File: config.mk
export PLATFORM = sky130hd
export DESIGN_NAME = result_display
export DESIGN_NICKNAME = d
export VERILOG_FILES = /design/src/rtl/display_pkg.sv /design/src/rtl/result_display_bin2bcd_seq.sv /design/src/rtl/result_display.sv
export SDC_FILE = /design/constraint.sdc
export NUM_CORES = 1
export LEC_CHECK = 0
export ABC_CLOCK_PERIOD_IN_PS = 2400
export CAP_MARGIN = 5
export CORE_MARGIN = 3
export CORE_UTILIZATION = 53
export CTS_CLUSTER_DIAMETER = 40
export DETAILED_ROUTE_END_ITERATION = 7
export PLACE_DENSITY = 0.76
export SETUP_SLACK_MARGIN = 0.3
export SYNTH_ARGS = -nofsm -noshare
export SYNTH_HDL_FRONTEND = slang
export SYNTH_SLANG_ARGS = --single-unit
File: constraint.sdc
create_clock -name clock -period 2.4 [get_ports clock]
set_clock_uncertainty 0.05 [all_clocks]
set_input_delay 0.24 -clock clock [delete_from_list [all_inputs] [get_ports clock]]
set_output_delay 0.24 -clock clock [all_outputs]
set_load 0.02 [all_outputs]
File: src/rtl/display_pkg.sv
// Shared constants, segment encoder and conversion FSM type for the result display.
package display_pkg;

   localparam int NUM_DIGITS = 4;

   // Active-low segment patterns, bit order {g,f,e,d,c,b,a}
   localparam logic [6:0] SEG_DASH  = 7'b0111111;
   localparam logic [6:0] SEG_BLANK = 7'b1111111;

   typedef enum logic {
      IDLE = 1'b0,
      CONV = 1'b1
   } conv_state_t;

   // Hex digit 0..F to active-low seven-segment pattern
   function automatic logic [6:0] hex_to_seg(input logic [3:0] val);
      logic [6:0] s;
      case (val)
         4'h0: s = 7'b1000000;
         4'h1: s = 7'b1111001;
         4'h2: s = 7'b0100100;
         4'h3: s = 7'b0110000;
         4'h4: s = 7'b0011001;
         4'h5: s = 7'b0010010;
         4'h6: s = 7'b0000010;
         4'h7: s = 7'b1111000;
         4'h8: s = 7'b0000000;
         4'h9: s = 7'b0010000;
         4'hA: s = 7'b0001000;
         4'hB: s = 7'b0000011;
         4'hC: s = 7'b1000110;
         4'hD: s = 7'b0100001;
         4'hE: s = 7'b0000110;
         default: s = 7'b0001110;
      endcase
      return s;
   endfunction

endpackage

File: src/rtl/result_display_bin2bcd_seq.sv
// Sequential double-dabble: 8-bit binary to three BCD nibbles, one iteration per clock.
// start_i always (re)loads, even mid-conversion; done_o is suppressed when a restart
// coincides with the final iteration so a superseded result is never reported.
module bin2bcd_seq
   import display_pkg::*;
(
   input  logic        clock,
   input  logic        reset,
   input  logic        start_i,
   input  logic [7:0]  bin_i,
   output logic        busy_o,
   output logic        done_o,
   output logic [11:0] bcd_o
);

   conv_state_t state_q, state_d;
   logic [7:0]  bin_q, bin_d;
   logic [11:0] bcd_q, bcd_d;
   logic [2:0]  cnt_q, cnt_d;
   logic [11:0] bcd_adj;
   logic [19:0] shifted;
   logic        last_iter;

   // Add-3 correction on every nibble that is 5 or more before the shift
   genvar gi;
   generate
      for (gi = 0; gi < 3; gi++) begin : g_adj
         assign bcd_adj[gi*4 +: 4] = (bcd_q[gi*4 +: 4] >= 4'd5) ?
                                     (bcd_q[gi*4 +: 4] + 4'd3) : bcd_q[gi*4 +: 4];
      end
   endgenerate

   assign shifted   = {bcd_adj, bin_q} << 1;
   assign last_iter = (state_q == CONV) && (cnt_q == 3'd7);

   // State and datapath registers
   always_ff @(posedge clock) begin
      if (!reset) begin
         state_q <= IDLE;
         bin_q   <= '0;
         bcd_q   <= '0;
         cnt_q   <= '0;
      end else begin
         state_q <= state_d;
         bin_q   <= bin_d;
         bcd_q   <= bcd_d;
         cnt_q   <= cnt_d;
      end
   end

   // Next state: start wins over everything, otherwise iterate while converting
   always_comb begin
      state_d = state_q;
      bin_d   = bin_q;
      bcd_d   = bcd_q;
      cnt_d   = cnt_q;
      if (start_i) begin
         state_d = CONV;
         bin_d   = bin_i;
         bcd_d   = '0;
         cnt_d   = '0;
      end else if (state_q == CONV) begin
         bin_d = shifted[7:0];
         bcd_d = shifted[19:8];
         cnt_d = cnt_q + 3'd1;
         if (last_iter) begin
            state_d = IDLE;
         end
      end
   end

   // Outputs: result is the combinational value of the final iteration
   always_comb begin
      busy_o = (state_q == CONV);
      done_o = last_iter && !start_i;
      bcd_o  = shifted[19:8];
   end

endmodule

File: src/rtl/result_display.sv
// Captures the processor result on a rising Halt, converts it to BCD and drives a
// 4-digit multiplexed active-low display: state hex digit plus three result digits.
module result_display
   import display_pkg::*;
#(
   parameter int SCAN_DIV   = 1024,
   parameter bit LEAD_BLANK = 1'b1
)(
   input  logic       clock,
   input  logic       reset,
   input  logic       Halt,
   input  logic [7:0] Moutput,
   input  logic [3:0] DisplayState,
   output logic [3:0] an,
   output logic [6:0] seg,
   output logic       busy,
   output logic       valid
);

   localparam int PW = (SCAN_DIV > 2) ? $clog2(SCAN_DIV) : 1;
   localparam logic [PW-1:0] PS_LAST = PW'(SCAN_DIV - 1);

   logic          halt_q, halt_d;
   logic [11:0]   bcd_q, bcd_d;
   logic          valid_q, valid_d;
   logic [PW-1:0] prescale_q, prescale_d;
   logic [1:0]    idx_q, idx_d;
   logic [3:0]    an_q, an_d;
   logic [6:0]    seg_q, seg_d;

   logic          capture;
   logic          conv_busy;
   logic          conv_done;
   logic [11:0]   conv_bcd;
   logic [6:0]    digit_seg [NUM_DIGITS];
   logic [3:0]    hund, tens, ones;

   assign capture = Halt && !halt_q;

   bin2bcd_seq u_conv (
      .clock   (clock),
      .reset   (reset),
      .start_i (capture),
      .bin_i   (Moutput),
      .busy_o  (conv_busy),
      .done_o  (conv_done),
      .bcd_o   (conv_bcd)
   );

   assign hund = bcd_q[11:8];
   assign tens = bcd_q[7:4];
   assign ones = bcd_q[3:0];

   // Per-digit segment pattern: dashes until a result exists, optional leading-zero blanking
   always_comb begin
      digit_seg[3] = hex_to_seg(DisplayState);
      digit_seg[2] = SEG_DASH;
      digit_seg[1] = SEG_DASH;
      digit_seg[0] = SEG_DASH;
      if (valid_q) begin
         digit_seg[2] = (LEAD_BLANK && (hund == 4'd0)) ? SEG_BLANK : hex_to_seg(hund);
         digit_seg[1] = (LEAD_BLANK && (hund == 4'd0) && (tens == 4'd0)) ?
                        SEG_BLANK : hex_to_seg(tens);
         digit_seg[0] = hex_to_seg(ones);
      end
   end

   // Next state: edge detect, result hold, scan prescaler and registered display drive
   always_comb begin
      halt_d     = Halt;
      bcd_d      = conv_done ? conv_bcd : bcd_q;
      valid_d    = valid_q | conv_done;
      prescale_d = (prescale_q == PS_LAST) ? '0 : (prescale_q + PW'(1));
      idx_d      = (prescale_q == PS_LAST) ? (idx_q + 2'd1) : idx_q;
      an_d       = ~(4'b0001 << idx_q);
      seg_d      = digit_seg[idx_q];
   end

   // Registers with synchronous active-low reset
   always_ff @(posedge clock) begin
      if (!reset) begin
         halt_q     <= 1'b0;
         bcd_q      <= '0;
         valid_q    <= 1'b0;
         prescale_q <= '0;
         idx_q      <= '0;
         an_q       <= 4'b1110;
         seg_q      <= SEG_DASH;
      end else begin
         halt_q     <= halt_d;
         bcd_q      <= bcd_d;
         valid_q    <= valid_d;
         prescale_q <= prescale_d;
         idx_q      <= idx_d;
         an_q       <= an_d;
         seg_q      <= seg_d;
      end
   end

   assign an    = an_q;
   assign seg   = seg_q;
   assign busy  = conv_busy;
   assign valid = valid_q;

endmodule

==> out/results.tsv <==
stage	metric	value	unit
worst_setup_path	Worst Reg-to-Reg Cells	12	
power	Leak Pwr	2.36	nW
worst_setup_path	Max Fanout on Critical Path	6	
timing	endpoints failing hold	0	
place	Port Buf Inserts	27	
grt	GRT overflow	0	
synth	Post-synth EDFFs	0	
grt	largest net degree at the start of global routing	22	
place	DP HPWL	6460	um
drt	initial drt markers	203	
grt	global-route wire length before repair	15800	um
timing	RSZ-0062 raised after global routing	yes	
worst_setup_path	Critical Path RT	2600	ps
timing	# setup viols final	0	
drt	vias post-DR	3692	
drt	First-pass DRT Iterations	5	
clock_network	cts bufs inserted	9	
die	Initial Util	54.8	%
die	chip height	95.6	um
timing	Tcrit/Tclk final	91.5	%
timing	Final Max Slew Viols	0	
power	Power per Cell Area	476	mW/mm^2
die	core footprint	0.00777	sq mm
place	Inst Count DP	604	
timing	Tmin final	2190	ps
timing	fmax	456	MHz
power	maximum vdd drop	0.000379	V
die	die width	95.6	um
synth	average size of a mapped cell	8.95	sq um
die	row count	32	
clock_network	CTS Buffer Depth	2	
place	Final Wtd Congestion	0.960	
drt	routed wire length	10600	um
drt	Antenna Violating Nets Remaining	0	
timing	Worst-Margin Slew	691	ps
drt	DRC viols	0	
synth	number of distinct library cells after synthesis	58	
cells_and_area	antenna cells	0	
worst_hold_path	worst hold endpoint	u_conv.bin_q[0]	
synth	top_reg_cell synth	dfxtp_1	
clock_network	H-tree Lvls	3	
timing	Fin Hold WS	401	ps
cells_and_area	commonest non-fill, non-tap cell in the layout	dfxtp_1	
synth	warnings from Yosys	0	
cells_and_area	Final #Nets	608	
die	Top Ports	28	
worst_hold_path	Worst Hold Depth	3	
worst_setup_path	reg2reg setup slack	210	ps
synth	register area share after synthesis	38.6	%
grt	initial antenna violation count	0	
synth	Synth Instances	476	
clock_network	CTS sink cnt	82	
worst_setup_path	nature of the critical path endpoint	register	
worst_hold_path	HP Class	input port to register	
worst_setup_path	critical path type	register to register	
power	Power Total	2.73	mW
synth	#FFs+latches synth	82	
clock_network	clk root buf	clkbuf_8	
worst_setup_path	critical path arrival	2390	ps
clock_network	CTS tree	built	
cells_and_area	Area Overhead vs Synth	34.6	%
cells_and_area	most frequent cells in the layout	dfxtp_1, buf_4, nor2_1	
die	Die ar.	0.00915	sq mm
status	status	finished clean	
synth	Synth Net Count	528	
synth	Mapped Area	0.00426	sq mm
grt	All-Layer GR Usage	21.8	%
worst_setup_path	RR Startpoint	u_conv.cnt_q[1]	
synth	post-synthesis async set-or-reset flop share	0	%
job	Max Cap Violations	0	
worst_setup_path	startpoint type of the worst setup path	register	
cells_and_area	Post-Layout Cell Count	663	
clock_network	clock-pin slew on the worst setup and hold paths	90	ps
grt	number of global-route vias before repair	3388	
clock_network	Worst-Skew Late Latency	360	ps
timing	final setup TNS	0	ps
cells_and_area	share of layout cells above drive strength 1	30.5	%
worst_hold_path	hold_sp	Moutput[0]	
drt	Vias per Instance	5.57	
timing	max_slew headroom	53.5	%
drt	drt wl/cell	16.0	um
[critical path, stage by stage, from the launching register on]
cell	delay [ps]
dfxtp_2	360
ha_4	150
ha_4	150
nand2_4	60
nor2_4	210
buf_6	170
nand2_4	70
a21oi_4	220
inv_2	90
ha_4	180
mux2_4	260
nand2_2	70
o21ai_2	50
[metal layers]
layer  share of wire, %  vias up  global-route usage [%]
li1                   -     1819                       -
met1                 43     1759                    28.1
met2                 51       86                    36.2
met3                4.0       28                    4.74
met4                2.4        0                    6.52
met5                  0        -                       0
[logic make-up after synthesis]
group	synth area share, %
adder cells (fa/ha/maj)	10.9
flip-flops	38.6
multiplexers	8.14
AO/OA/AOI/OAI	17.6
XOR/XNOR	3.09
buffers and inverters	5.61
AND/OR/NAND/NOR	16.1
[per-stage QoR]
step,setup WS (ps),utilization (%),cell area [sq um]
2_1_floorplan,297,-,4430
3_3_place_gp,83.8,62.7,4870
3_5_place_dp,11.0,62.7,4870
4_1_cts,250,69.6,5410
5_1_grt,107,73.8,5730
6_report,205,73.8,5730
[where the power goes]
group | total [mW] | internal (mW) | switching [mW]
sequential | 1.40 | 1.38 | 0.0173
clock | 1.12 | 0.593 | 0.524
combinational | 0.216 | 0.102 | 0.114
[synth_stat cells, drive strengths merged, types with 11 or more instances]
| cell | count | area, sq um |
|---|---|---|
| nor2 | 54 | 210 |
| mux2i | 26 | 260 |
| a21oi | 32 | 171 |
| xnor2 | 11 | 96.3 |
| buf | 15 | 97.6 |
| nand2 | 42 | 163 |
| ha | 37 | 463 |
| nand3 | 17 | 85.1 |
| inv | 29 | 111 |
| dfxtp | 82 | 1640 |
| o21ai | 29 | 145 |
[layout make-up]
| cell class | instances | area, sq um |
|---|---|---|
| clock buffer | 9 | 124 |
| clock inverter | 7 | 98.8 |
| fill | 547 | 2040 |
| inverter | 29 | 116 |
| multi-input combinational | 342 | 2800 |
| sequential | 82 | 1660 |
| tap | 102 | 128 |
| timing repair buffer | 92 | 806 |
[worst max-delay path by stage]
stage / from / end / slack [ps] / cells after the start
after global placement: Halt / register / 80 / 11
after floorplan: u_conv.bcd_q[8] / register / 300 / 12
after detailed placement: Halt / register / 10 / 11
final: u_conv.cnt_q[1] / register / 210 / 12
after CTS: u_conv.bcd_q[5] / register / 250 / 12
after global routing: u_conv.cnt_q[1] / register / 110 / 12
[timing repair]
action,in CTS,in global routing
pin swaps,19,18
setup buffers,25,18
setup endpoints to repair,20,21
gates resized for setup,31,35
hold buffers,0,0
(Power assumes the default switching activity.)
